**config.mk**
```make
export PLATFORM = sky130hd
export DESIGN_NAME = regfile_wb_buffer
export DESIGN_NICKNAME = d
export VERILOG_FILES = /design/src/rtl/regfile_wb_buffer.sv
export SDC_FILE = /design/constraint.sdc
export NUM_CORES = 1
export LEC_CHECK = 0
export CORE_MARGIN = 3
export CORE_UTILIZATION = 55
export CTS_BUF_LIST = sky130_fd_sc_hd__clkbuf_16
export DETAILED_ROUTE_END_ITERATION = 10
export PLACE_DENSITY = 0.79
export SLEW_MARGIN = 5
export SYNTH_ARGS = -nofsm -noshare
export SYNTH_HDL_FRONTEND = slang
export SYNTH_SLANG_ARGS = --single-unit
```
**constraint.sdc**
```tcl
create_clock -name Clk -period 6.7 [get_ports Clk]
set_input_delay 1.005 -clock Clk [delete_from_list [all_inputs] [get_ports Clk]]
set_output_delay 1.005 -clock Clk [all_outputs]
set_load 0.02 [all_outputs]
```
**src/rtl/regfile_wb_buffer.sv**
```systemverilog
// Write-back queue between the execute stage and the register-file array.
// Result writes are queued in a small FIFO and drained one per cycle into
// the array's single write port; a combinational lookup forwards queued but
// not-yet-written values to readers, newest entry first.
module regfile_wb_buffer #(
    parameter int DEPTH = 4,
    parameter int AW    = 5,
    parameter int DW    = 32
) (
    input  logic                      Clk,
    input  logic                      Clrn,
    input  logic                      in_valid,
    output logic                      in_ready,
    input  logic [AW-1:0]             in_addr,
    input  logic [DW-1:0]             in_data,
    input  logic                      wb_stall,
    output logic                      wb_we,
    output logic [AW-1:0]             wb_addr,
    output logic [DW-1:0]             wb_data,
    input  logic [AW-1:0]             rd_addr,
    output logic                      fwd_hit,
    output logic [DW-1:0]             fwd_data,
    output logic [$clog2(DEPTH):0]    count
);

    localparam int PW = $clog2(DEPTH);
    localparam int CW = PW + 1;

    logic [AW-1:0] q_addr [DEPTH];
    logic [DW-1:0] q_data [DEPTH];
    logic [PW-1:0] rptr;
    logic [PW-1:0] wptr;

    logic not_empty;
    logic full;
    logic push;
    logic pop;

    // Handshake and drain decisions; r0 writes are accepted but never queued.
    always_comb begin
        not_empty = (count != '0);
        full      = (count == CW'(DEPTH));
        in_ready  = Clrn && !full;
        push      = in_valid && in_ready && (in_addr != '0);
        pop       = not_empty && !wb_stall && Clrn;
        wb_we     = pop;
        wb_addr   = '0;
        wb_data   = '0;
        if (Clrn && not_empty) begin
            wb_addr = q_addr[rptr];
            wb_data = q_data[rptr];
        end
    end

    // Pointer and occupancy state; a reset drops everything still queued.
    always_ff @(posedge Clk) begin
        if (!Clrn) begin
            rptr  <= '0;
            wptr  <= '0;
            count <= '0;
        end else begin
            if (push) wptr <= wptr + 1'b1;
            if (pop)  rptr <= rptr + 1'b1;
            case ({push, pop})
                2'b10:   count <= count + 1'b1;
                2'b01:   count <= count - 1'b1;
                default: count <= count;
            endcase
        end
    end

    // Entry storage carries no reset; occupancy alone decides what is valid.
    always_ff @(posedge Clk) begin
        if (push) begin
            q_addr[wptr] <= in_addr;
            q_data[wptr] <= in_data;
        end
    end

    // Forwarding search from oldest to newest so the newest match wins.
    always_comb begin
        logic [PW-1:0] idx;
        idx      = '0;
        fwd_hit  = 1'b0;
        fwd_data = '0;
        for (int i = 0; i < DEPTH; i++) begin
            idx = rptr + PW'(i);
            if ((CW'(i) < count) && (q_addr[idx] == rd_addr)) begin
                fwd_hit  = 1'b1;
                fwd_data = q_data[idx];
            end
        end
        if (!Clrn || (rd_addr == '0)) begin
            fwd_hit  = 1'b0;
            fwd_data = '0;
        end
    end

endmodule

```
==> flow_metrics.env <==
export IMPL_drc_errors=0
export IMPL_setup_tns_ns=0
export IMPL_synth_compound_area_share_pct=9.79
export IMPL_initial_core_util_pct=56.5
export IMPL_status="completed"
export IMPL_design_area_sq_mm=0.0121
export IMPL_core_rowCount=49
export IMPL_clk_path_buf_depth=2
export IMPL_cts_buffers=17
export IMPL_wl_met2_um=13300
export IMPL_detail_route_antenna_nets=0
export IMPL_worstPathCellList="mux4_2 > xnor2_1 > and4_1 > o21a_1 > buf_4 > nor3_1 > a311oi_1 > clkdlybuf4s50_1"
export IMPL_drv_cap=0
export IMPL_antenna_found_initial=1
export IMPL_vias=7510
export IMPL_clkSinkCount=157
export IMPL_synth_seq_cells=157
export IMPL_crit_type="reg -> out"
export IMPL_fin_cells=1119
export IMPL_synth_simple_area_share_pct=12.9
export IMPL_p_per_area_mw_per_mm2=217
export IMPL_skew_ns=0.00639
export IMPL_cts_htree_levels=4
export IMPL_synth_fp_nets=856
export IMPL_drive_gt1_share_pct=22.8
export IMPL_routed_top_layer="met5"
export IMPL_wl_met1_um=9800
export IMPL_netlist_area_sq_mm=0.0102
export IMPL_yosys_cell_count_top_type="edfxtp_1"
export IMPL_hold_path_class="reg -> reg"
export IMPL_grt_pass1_wl_um=40800
export IMPL_slowest_delay_ns=0.88
export IMPL_yosys_area_top_type="edfxtp_1"
export IMPL_cts_clk_slew_worst_paths_ns=0.06
export IMPL_wl_um=26100
export IMPL_cp_num_buf_inv=2
export IMPL_setup_viol=0
export IMPL_cp_end_kind="output port"
export IMPL_yosysSeqAreaShare_pct=45.2
export IMPL_worst_path_max_delay_cell="dfxtp_4"
export IMPL_grt_max_degree=101
export IMPL_grt_setup_unrepaired="false"
export IMPL_ys_types=41
export IMPL_grt_total_usage_pct=26.0
export IMPL_root_buffer="clkbuf_16"
export IMPL_critPathMaxFanout=77
export IMPL_globalRouteOverflowTotal=0
export IMPL_cpLargestDelayFamily="compound AO/OA/AOI/OAI gates"
export IMPL_cts_hold_buffers=0
export IMPL_arrival_ns=4.64
export IMPL_coreArea_sq_mm=0.0181
export IMPL_slew_viol_final=0
export IMPL_ctsResizeCount=0
export IMPL_avgSynthCellArea_sq_um=12.8
export IMPL_cts_tree="built"
export IMPL_synth_cells=801
export IMPL_dpl_cell_area_sq_mm=0.0115
export IMPL_portBuffers=120
export IMPL_n_antenna_cell=0
export IMPL_fmax_mhz=177
export IMPL_viasPerCell=6.71
export IMPL_slew_headroom_pct=21.8
export IMPL_die_w_um=142
export IMPL_timing_final_crit_share_pct=84.3
export IMPL_postCtsSetupRepairBufs=0
export IMPL_synthToLayoutAreaGrowth_pct=18.4
export IMPL_startpoint_type="register"
export IMPL_dieHeight_um=142
export IMPL_synth_commonest_cells="edfxtp_1 (148), mux4_2 (78), o21ai_0 (70), mux2i_1 (43), clkbuf_1 (42)"
export IMPL_dp_cells=1087
export IMPL_max_slew_worst_pin_slew_ns=1.17
export IMPL_grt_pass1_vias=7662
export IMPL_hold_viol=0
export IMPL_ios=121
export IMPL_synth_fa_ha_area_share_pct=1.10
export IMPL_met3_length_um=2090
export IMPL_hpwl_um=15900
export IMPL_synth_flop_cell="edfxtp_1"
export IMPL_wire_per_inst_um=23.4
export IMPL_power_leakage_nw=3.72
export IMPL_dr_pass1_iters=7
export IMPL_clk_latency_ns=0.42
export IMPL_min_period_ns=5.65
export IMPL_vdd_ir_drop_max_uv=226
export IMPL_muxShareOfSynthArea_pct=24.9
export IMPL_synthDominantCellAreaShare_pct=43.5
export IMPL_fillerInstances=1249
export IMPL_synth_top_family_by_area="multiplexers"
export IMPL_synth_xor_area_share_pct=2.23
export IMPL_nets=932
export IMPL_yosysWarningCount=0
export IMPL_cp_data_required_time_ns=5.69
export IMPL_first_iter_violations=801
export IMPL_finalWeightedCongestion=0.870
export IMPL_synth_edff_count=148
export IMPL_dieArea_sq_mm=0.0203
export IMPL_synthTopCellsByArea="edfxtp_1 (43%), mux4_2 (17%), mux2i_1 (4.2%), mux2_2 (3.5%), o21ai_0 (3.4%)"
export IMPL_synthArstFlopShare_pct=0
[worst paths after layout]
path,from,end,slack (ns),depth (start not counted)
worst min-delay path,wptr[1]$_SDFFE_PN0P_,wptr[1]$_SDFFE_PN0P_,0.52,2
worst max-delay path,rptr[1]$_SDFFE_PN0P_,fwd_data[2],1.05,8
worst max register to register,count[0]$_SDFFE_PN0P_,q_data[2][17]$_DFFE_PP_,3.54,6
worst min register to register,wptr[1]$_SDFFE_PN0P_,wptr[1]$_SDFFE_PN0P_,0.52,2
[cell type report]
cell class	instances	area [sq um]	area share [%]
timing repair buffer	134	1310	10.8
clock buffer	17	425	3.52
sequential	157	4630	38.3
clock inverter	15	166	1.38
tap	229	287	2.37
inverter	7	26.3	0.217
multi-input combinational	560	5260	43.4
[worst min-delay path: cells and delay by family (launching register included)]
| family | cells | cell delay (ns) |
|---|---|---|
| flip-flops | 1 | 0.34 |
| AND/OR/NAND/NOR | 1 | 0.07 |
| AO/OA/AOI/OAI | 1 | 0.06 |
[per-stage QoR]
| step | setup WS [ns] | util [%] | total power, W | hold WS (ns) |
|---|---|---|---|---|
| after floorplan | 2.65 | - | 0.00152 | 0.478 |
| after global placement | 1.38 | 63.6 | 0.00166 | 0.489 |
| after detailed placement | 1.34 | 63.6 | 0.00168 | 0.518 |
| after CTS | 1.13 | 66.9 | 0.00264 | 0.526 |
| after global routing | 0.927 | 66.9 | 0.00272 | 0.575 |
| final | 1.05 | 66.9 | 0.00263 | 0.520 |
[cells in the final DEF, fill, tap and decap left out, types with 5 or more instances in the layout]
| master | count |
|---|---|
| edfxtp_1 | 148 |
| nand2_1 | 38 |
| a21oi_1 | 35 |
| buf_4 | 14 |
| mux4_2 | 78 |
| nor2b_1 | 37 |
| inv_1 | 12 |
| nand3_1 | 32 |
| a311oi_2 | 20 |
| mux2_2 | 32 |
| and2_2 | 5 |
| a311oi_1 | 12 |
| ha_1 | 9 |
| mux2i_1 | 43 |
| xor2_1 | 10 |
| nand2b_4 | 20 |
| clkbuf_16 | 17 |
| nor2_1 | 35 |
| xnor2_1 | 16 |
| clkdlybuf4s50_1 | 120 |
| nand2b_1 | 12 |
| o21ai_0 | 69 |
| nor3_1 | 35 |
| dfxtp_1 | 5 |
[power by group]
part | switching [W] | internal [W] | leakage [nW]
clock | 0.000360 | 0.000610 | 0.311
sequential | 0.0000399 | 0.00111 | 1.42
combinational | 0.000259 | 0.000256 | 1.99
[per-layer routing]
| metal | track usage [%] | vias to the layer above |
|---|---|---|
| met5 | 0 | - |
| met4 | 12.6 | 2 |
| met3 | 6.01 | 97 |
| met2 | 43.1 | 412 |
| met1 | 32.4 | 3732 |
| li1 | - | 3267 |
[flip-flops by register name, summed over array words and instances (netlist names), named ones only]
signal	flops
rptr	2
count	3
q_addr	20
wptr	2
q_data	128
[cell families (layout without fill, tap and decap cells)]
family | after synthesis | in the layout
AOI/OAI and AO/OA | 146 | 146
xor gates and xnor gates | 26 | 26
adders and majority gates | 9 | 9
buffers and inverters | 84 | 173
DFF | 157 | 157
muxes | 153 | 153
and+or+nand+nor | 226 | 226
No activity file was read; power rests on OpenSTA's default activity.
